===== config.mk =====
export PLATFORM = sky130hd
export DESIGN_NAME = serial_addsub4
export DESIGN_NICKNAME = d
export VERILOG_FILES = /design/src/rtl/serial_addsub_pkg.sv /design/src/rtl/serial_addsub4_fa_1b.sv /design/src/rtl/serial_addsub4.sv
export SDC_FILE = /design/constraint.sdc
export NUM_CORES = 1
export LEC_CHECK = 0
export BUFFER_PORTS_ARGS = -buffer_cell sky130_fd_sc_hd__buf_2
export CAP_MARGIN = 5
export CORE_MARGIN = 2
export CORE_UTILIZATION = 56
export DETAILED_ROUTE_END_ITERATION = 6
export GPL_TIMING_DRIVEN = 0
export HOLD_SLACK_MARGIN = 0.1
export PLACE_DENSITY = 0.89
export SLEW_MARGIN = 20
export SYNTH_ARGS = -nofsm -noshare
export SYNTH_HDL_FRONTEND = slang
export SYNTH_SLANG_ARGS = --single-unit

===== constraint.sdc =====
create_clock -name clk -period 2.2 [get_ports clk]
set_clock_uncertainty 0.1 [all_clocks]
set_input_delay 0.33 -clock clk [delete_from_list [all_inputs] [get_ports clk]]
set_output_delay 0.33 -clock clk [all_outputs]
set_load 0.05 [all_outputs]

===== src/rtl/serial_addsub_pkg.sv =====
// Shared types for the bit-serial adder/subtractor.
// Holds the FSM state encoding and the default operand width.
package serial_addsub_pkg;

   localparam int WIDTH_DEF = 4;

   typedef enum logic [1:0] {
      IDLE  = 2'd0,
      SHIFT = 2'd1,
      DONE  = 2'd2
   } state_t;

endpackage


===== src/rtl/serial_addsub4_fa_1b.sv =====
// One-bit full adder used as the serial datapath.
// Ports: a, b, ci (inputs) -> s (sum), co (carry out).
module fa_1b (
   input  logic a,
   input  logic b,
   input  logic ci,
   output logic s,
   output logic co
);

   assign s  = a ^ b ^ ci;
   assign co = (a & b) | (ci & (a ^ b));

endmodule


===== src/rtl/serial_addsub4.sv =====
// Bit-serial add/subtract, one bit per clock, LSB first.
// Ports: clk, rst_n (async low), start, sub, a, b, cin in;
//        busy, done (1-cycle pulse), s, cout out.
// Optional: define SERIAL_ADDSUB_OVF_EN to add the signed
//        overflow output ovf.
module serial_addsub4
   import serial_addsub_pkg::*;
#(
   parameter int WIDTH = WIDTH_DEF
) (
   input  logic             clk,
   input  logic             rst_n,
   input  logic             start,
   input  logic             sub,
   input  logic [WIDTH-1:0] a,
   input  logic [WIDTH-1:0] b,
   input  logic             cin,
   output logic             busy,
   output logic             done,
   output logic [WIDTH-1:0] s,
   output logic             cout
`ifdef SERIAL_ADDSUB_OVF_EN
   ,
   output logic             ovf
`endif
);

   localparam int CW = (WIDTH > 1) ? $clog2(WIDTH) : 1;
   localparam logic [CW-1:0] LAST = CW'(WIDTH - 1);

   state_t           state_q, state_d;
   logic [WIDTH-1:0] a_q, a_d;
   logic [WIDTH-1:0] b_q, b_d;
   logic             c_q, c_d;
   logic [CW-1:0]    cnt_q, cnt_d;
   logic [WIDTH-1:0] r_q, r_d;
   logic [WIDTH-1:0] s_q, s_d;
   logic             cout_q, cout_d;
   logic             done_q, done_d;
`ifdef SERIAL_ADDSUB_OVF_EN
   logic             ovf_q, ovf_d;
`endif

   logic fa_s;
   logic fa_co;

   fa_1b u_fa (
      .a  (a_q[0]),
      .b  (b_q[0]),
      .ci (c_q),
      .s  (fa_s),
      .co (fa_co)
   );

   always_comb begin
      state_d = state_q;
      a_d     = a_q;
      b_d     = b_q;
      c_d     = c_q;
      cnt_d   = cnt_q;
      r_d     = r_q;
      s_d     = s_q;
      cout_d  = cout_q;
      done_d  = 1'b0;
`ifdef SERIAL_ADDSUB_OVF_EN
      ovf_d   = ovf_q;
`endif
      unique case (state_q)
         IDLE: begin
            if (start) begin
               a_d     = a;
               // subtract is a + ~b + 1
               b_d     = b ^ {WIDTH{sub}};
               c_d     = sub ? 1'b1 : cin;
               cnt_d   = '0;
               state_d = SHIFT;
            end
         end
         SHIFT: begin
            a_d   = a_q >> 1;
            b_d   = b_q >> 1;
            c_d   = fa_co;
            r_d   = {fa_s, r_q[WIDTH-1:1]};
            cnt_d = cnt_q + CW'(1);
            if (cnt_q == LAST) begin
               state_d = DONE;
               s_d     = {fa_s, r_q[WIDTH-1:1]};
               cout_d  = fa_co;
`ifdef SERIAL_ADDSUB_OVF_EN
               // carry into MSB xor carry out of MSB
               ovf_d   = c_q ^ fa_co;
`endif
            end
         end
         DONE: begin
            // pulse is registered: high the cycle after DONE
            done_d  = 1'b1;
            state_d = IDLE;
         end
         default: state_d = IDLE;
      endcase
   end

   always_ff @(posedge clk or negedge rst_n) begin
      if (!rst_n) begin
         state_q <= IDLE;
         a_q     <= '0;
         b_q     <= '0;
         c_q     <= 1'b0;
         cnt_q   <= '0;
         r_q     <= '0;
         s_q     <= '0;
         cout_q  <= 1'b0;
         done_q  <= 1'b0;
`ifdef SERIAL_ADDSUB_OVF_EN
         ovf_q   <= 1'b0;
`endif
      end else begin
         state_q <= state_d;
         a_q     <= a_d;
         b_q     <= b_d;
         c_q     <= c_d;
         cnt_q   <= cnt_d;
         r_q     <= r_d;
         s_q     <= s_d;
         cout_q  <= cout_d;
         done_q  <= done_d;
`ifdef SERIAL_ADDSUB_OVF_EN
         ovf_q   <= ovf_d;
`endif
      end
   end

   assign busy = (state_q != IDLE);
   assign done = done_q;
   assign s    = s_q;
   assign cout = cout_q;
`ifdef SERIAL_ADDSUB_OVF_EN
   assign ovf  = ovf_q;
`endif

endmodule


==> impl_metrics.tcl <==
set metrics [dict create \
    path_max_fanout 10 \
    viasPerCell 5.69 \
    cp_data_arrival_time_ns 1.60 \
    max_slew_margin_pct 67.8 \
    place_area_mm2 0.00115 \
    period_share_pct 92.3 \
    ir_drop_v 0.000669 \
    path_clk_slew_ns 0.11 \
    num_vias 728 \
    r2r_start "c_q" \
    crit_path_end_kind "primary output" \
    synthToLayoutAreaGrowth_pct 14.9 \
    port_buffers 18 \
    firstDrtPassIters 4 \
    wl_met3_um 94 \
    seq_area_um2 551 \
    cts_buffers 3 \
    top_level_ports 20 \
    finalSetupTns_ns 0 \
    dp_worst_setup_slack_ns 0.532 \
    placement_rows 15 \
    worstPathRequired_ns 1.77 \
    clk_latency_ns 0.30 \
    leakage_nw 0.575 \
    swShare_pct 42.3 \
    slew_viol_final 0 \
    routabilityCongestion 0.771 \
    layout-drive-gt1-share_pct 33.0 \
    path_delay_family "buffers and inverters" \
    topRoutingLayerUsed "met4" \
    rsz0062_at_grt "no" \
    synth_area_per_cell_um2 12.7 \
    cap_violations 0 \
    ys_ff_latch 22 \
    n_antenna_cell 0 \
    drtIter0Drc 10 \
    core_mm2 0.00173 \
    min_to "a_q[1]" \
    power.internal_mw 1.02 \
    grt_pass1_vias 703 \
    p_comb_share_pct 49.0 \
    startpoint_type "register" \
    cts_tree "built" \
    cp_cell_sequence "clkbuf_1 -> or2_2 -> buf_2" \
    path_depth 3 \
    worst-setup-path-type "register to primary output" \
    start_util_pct 59.6 \
    met1_length_um 809 \
    synth_nets 96 \
    final_nets 120 \
    status "completed" \
    ys_seq_area_share_pct 53.5 \
    power_frac_clock_pct 10.2 \
    worst_r2r_endpoint "r_q[3]" \
    cp_slowest_stage_delay_ns 0.50 \
    h-tree-depth 1 \
    grt_max_degree 23 \
    wirelength_um 1930 \
    yosysUniqueCellTypes 30 \
    reg2reg_depth 2 \
    min_delay_path_depth 3 \
    grt_overflow_total 0 \
    die_w_um 46.9 \
    clockBufferDepth 2 \
    cpMaxStageDelayCell "dfrtp_1" \
    fmax_ghz 0.492 \
    final_hold_viol_count 0 \
    final_area_mm2 0.00118 \
    total_power_mw 1.77 \
    worst_pin_slew_ns 0.484 \
    p_switching_mw 0.747 \
    synth_warnings 0 \
    drc_errors 0 \
    crit_buf_inv 2 \
    p_per_area_mw_per_mm2 1490 \
    dr_wl_met2_um 980 \
    grt_pass1_wl_um 3080 \
    final.setup.worst_slack_ns 0.169 \
    grt_antenna_before_repair 0 \
    grtUsageTotal_pct 20.5 \
    min_period_ns 2.03 \
    setup_viol 0 \
    die_area_mm2 0.00220 \
    worstHoldStart "a[1]" \
    postSynthCellCount 81 \
    r2r_slack_ns 0.76 \
    multi_input_area_um2 448 \
    hold_path_class "input pin to register" \
    n_fill_cell 152 \
    syn_area_mm2 0.00103 \
    ant_nets 0 \
    clock-sinks 22 \
    drt-wirelength-per-cell_um 15.0 \
    sequentialPowerShare_pct 40.8 \
    dieHeight_um 46.9 \
    cts_root_buf "clkbuf_4" \
]
## logic make-up (layout without fill, tap and decap cells)
kind of cell	after synthesis	count (layout)	synth area share, %
compound gates	23	23	16.0
xor+xnor	4	4	3.40
fa+ha+maj	2	2	3.16
buf+inv	6	28	3.04
flops	22	22	53.5
mux	9	9	11.7
simple gates	15	15	9.24
## registers in the layout (all words and copies together), names as in the netlist
name / cells
a_q: 4
b_q: 4
s: 4
r_q: 3
cnt_q: 2
state_q: 2
c_q: 1
cout: 1
done: 1
## what timing repair did
action / 4_1_cts / 5_1_grt
hold endpoints to repair: 22 / 0
setup buffers: 0 / 0
hold buffers: 1 / 0
resized for setup: 0 / 0
## routing by layer
layer	track usage [%]	vias up
met5	0	-
met4	10.0	0
met3	3.46	5
met2	35.9	25
met1	24.1	357
li1	-	341
## through the flow
stage | hold WS [ns] | cells | utilization (%)
after floorplan | -0.0656 | 81 | -
after global placement | 0.210 | 124 | 66.7
after detailed placement | 0.218 | 124 | 66.7
after CTS | 0.182 | 128 | 68.6
after global routing | 0.191 | 128 | 68.6
final | 0.191 | 128 | 68.6
## worst max path at each step
stage	start	end	slack, ns
after CTS	state_q[1]	busy	0.16
after global routing	state_q[1]	busy	0.07
after floorplan	state_q[1]	busy	0.74
final	state_q[1]	busy	0.17
after detailed placement	state_q[1]	busy	0.53
after global placement	state_q[1]	busy	0.54
## synthesized netlist by cell type
cell type  instances  area (µm²)
o32ai_1            2        17.5
buf_6              1        11.3
mux2_1             1        11.3
o31ai_1            1        7.51
buf_2              1        5.00
nand2_1            2        7.51
ha_1               1        12.5
xnor2_1            4        35.0
dfrtp_1           22         551
nor2_1             2        7.51
mux2_2             3        33.8
mux2_4             5        75.1
nor2b_1            2        12.5
nand2b_1           3        18.8
or3_1              1        6.26
or2_1              1        6.26
or2_2              1        6.26
a22o_1             1        8.76
a2bb2oi_1          1        8.76
inv_1              2        7.51
nand3_1            1        5.00
o21ai_1            5        25.0
nand2_4            1        11.3
nor2b_4            1        13.8
fa_1               1        20.0
o21ai_0            1        5.00
a21oi_1            1        5.00
a221o_1            2        20.0
a22oi_1            9        67.6
clkbuf_1           2        7.51
## final cells by class
type,count,share of cell area (%)
plain buffers,4,2.01
clock buffers,3,1.90
inverters,2,0.634
multi-input cells,53,37.8
flip-flops and latches,22,46.5
well taps,25,2.64
repair buffers,19,8.46
## cell usage in the layout (no fill, tap or decap), types with 2 or more instances in the layout
cell type	instances
a221o_1	2
a22oi_1	9
buf_2	19
clkbuf_1	2
clkbuf_4	3
dfrtp_1	22
inv_1	2
mux2_2	3
mux2_4	5
nand2_1	2
nand2b_1	3
nor2_1	2
nor2b_1	2
o21ai_1	5
o32ai_1	2
xnor2_1	4
## power groups by stage
stage	Combinational, mW	Sequential (mW)	Clock, mW
after global routing	0.934	0.745	0.206
after CTS	0.873	0.720	0.187
after global placement	0.840	0.709	0
after detailed placement	0.871	0.728	0
after floorplan	0.538	0.856	0
final	0.865	0.721	0.180
## tightest hold or removal path, cell delays in order
cell	delay (ns)
buf_2	0.08
a22oi_1	0.05
o21ai_1	0.11
(Power assumes the default switching activity.)
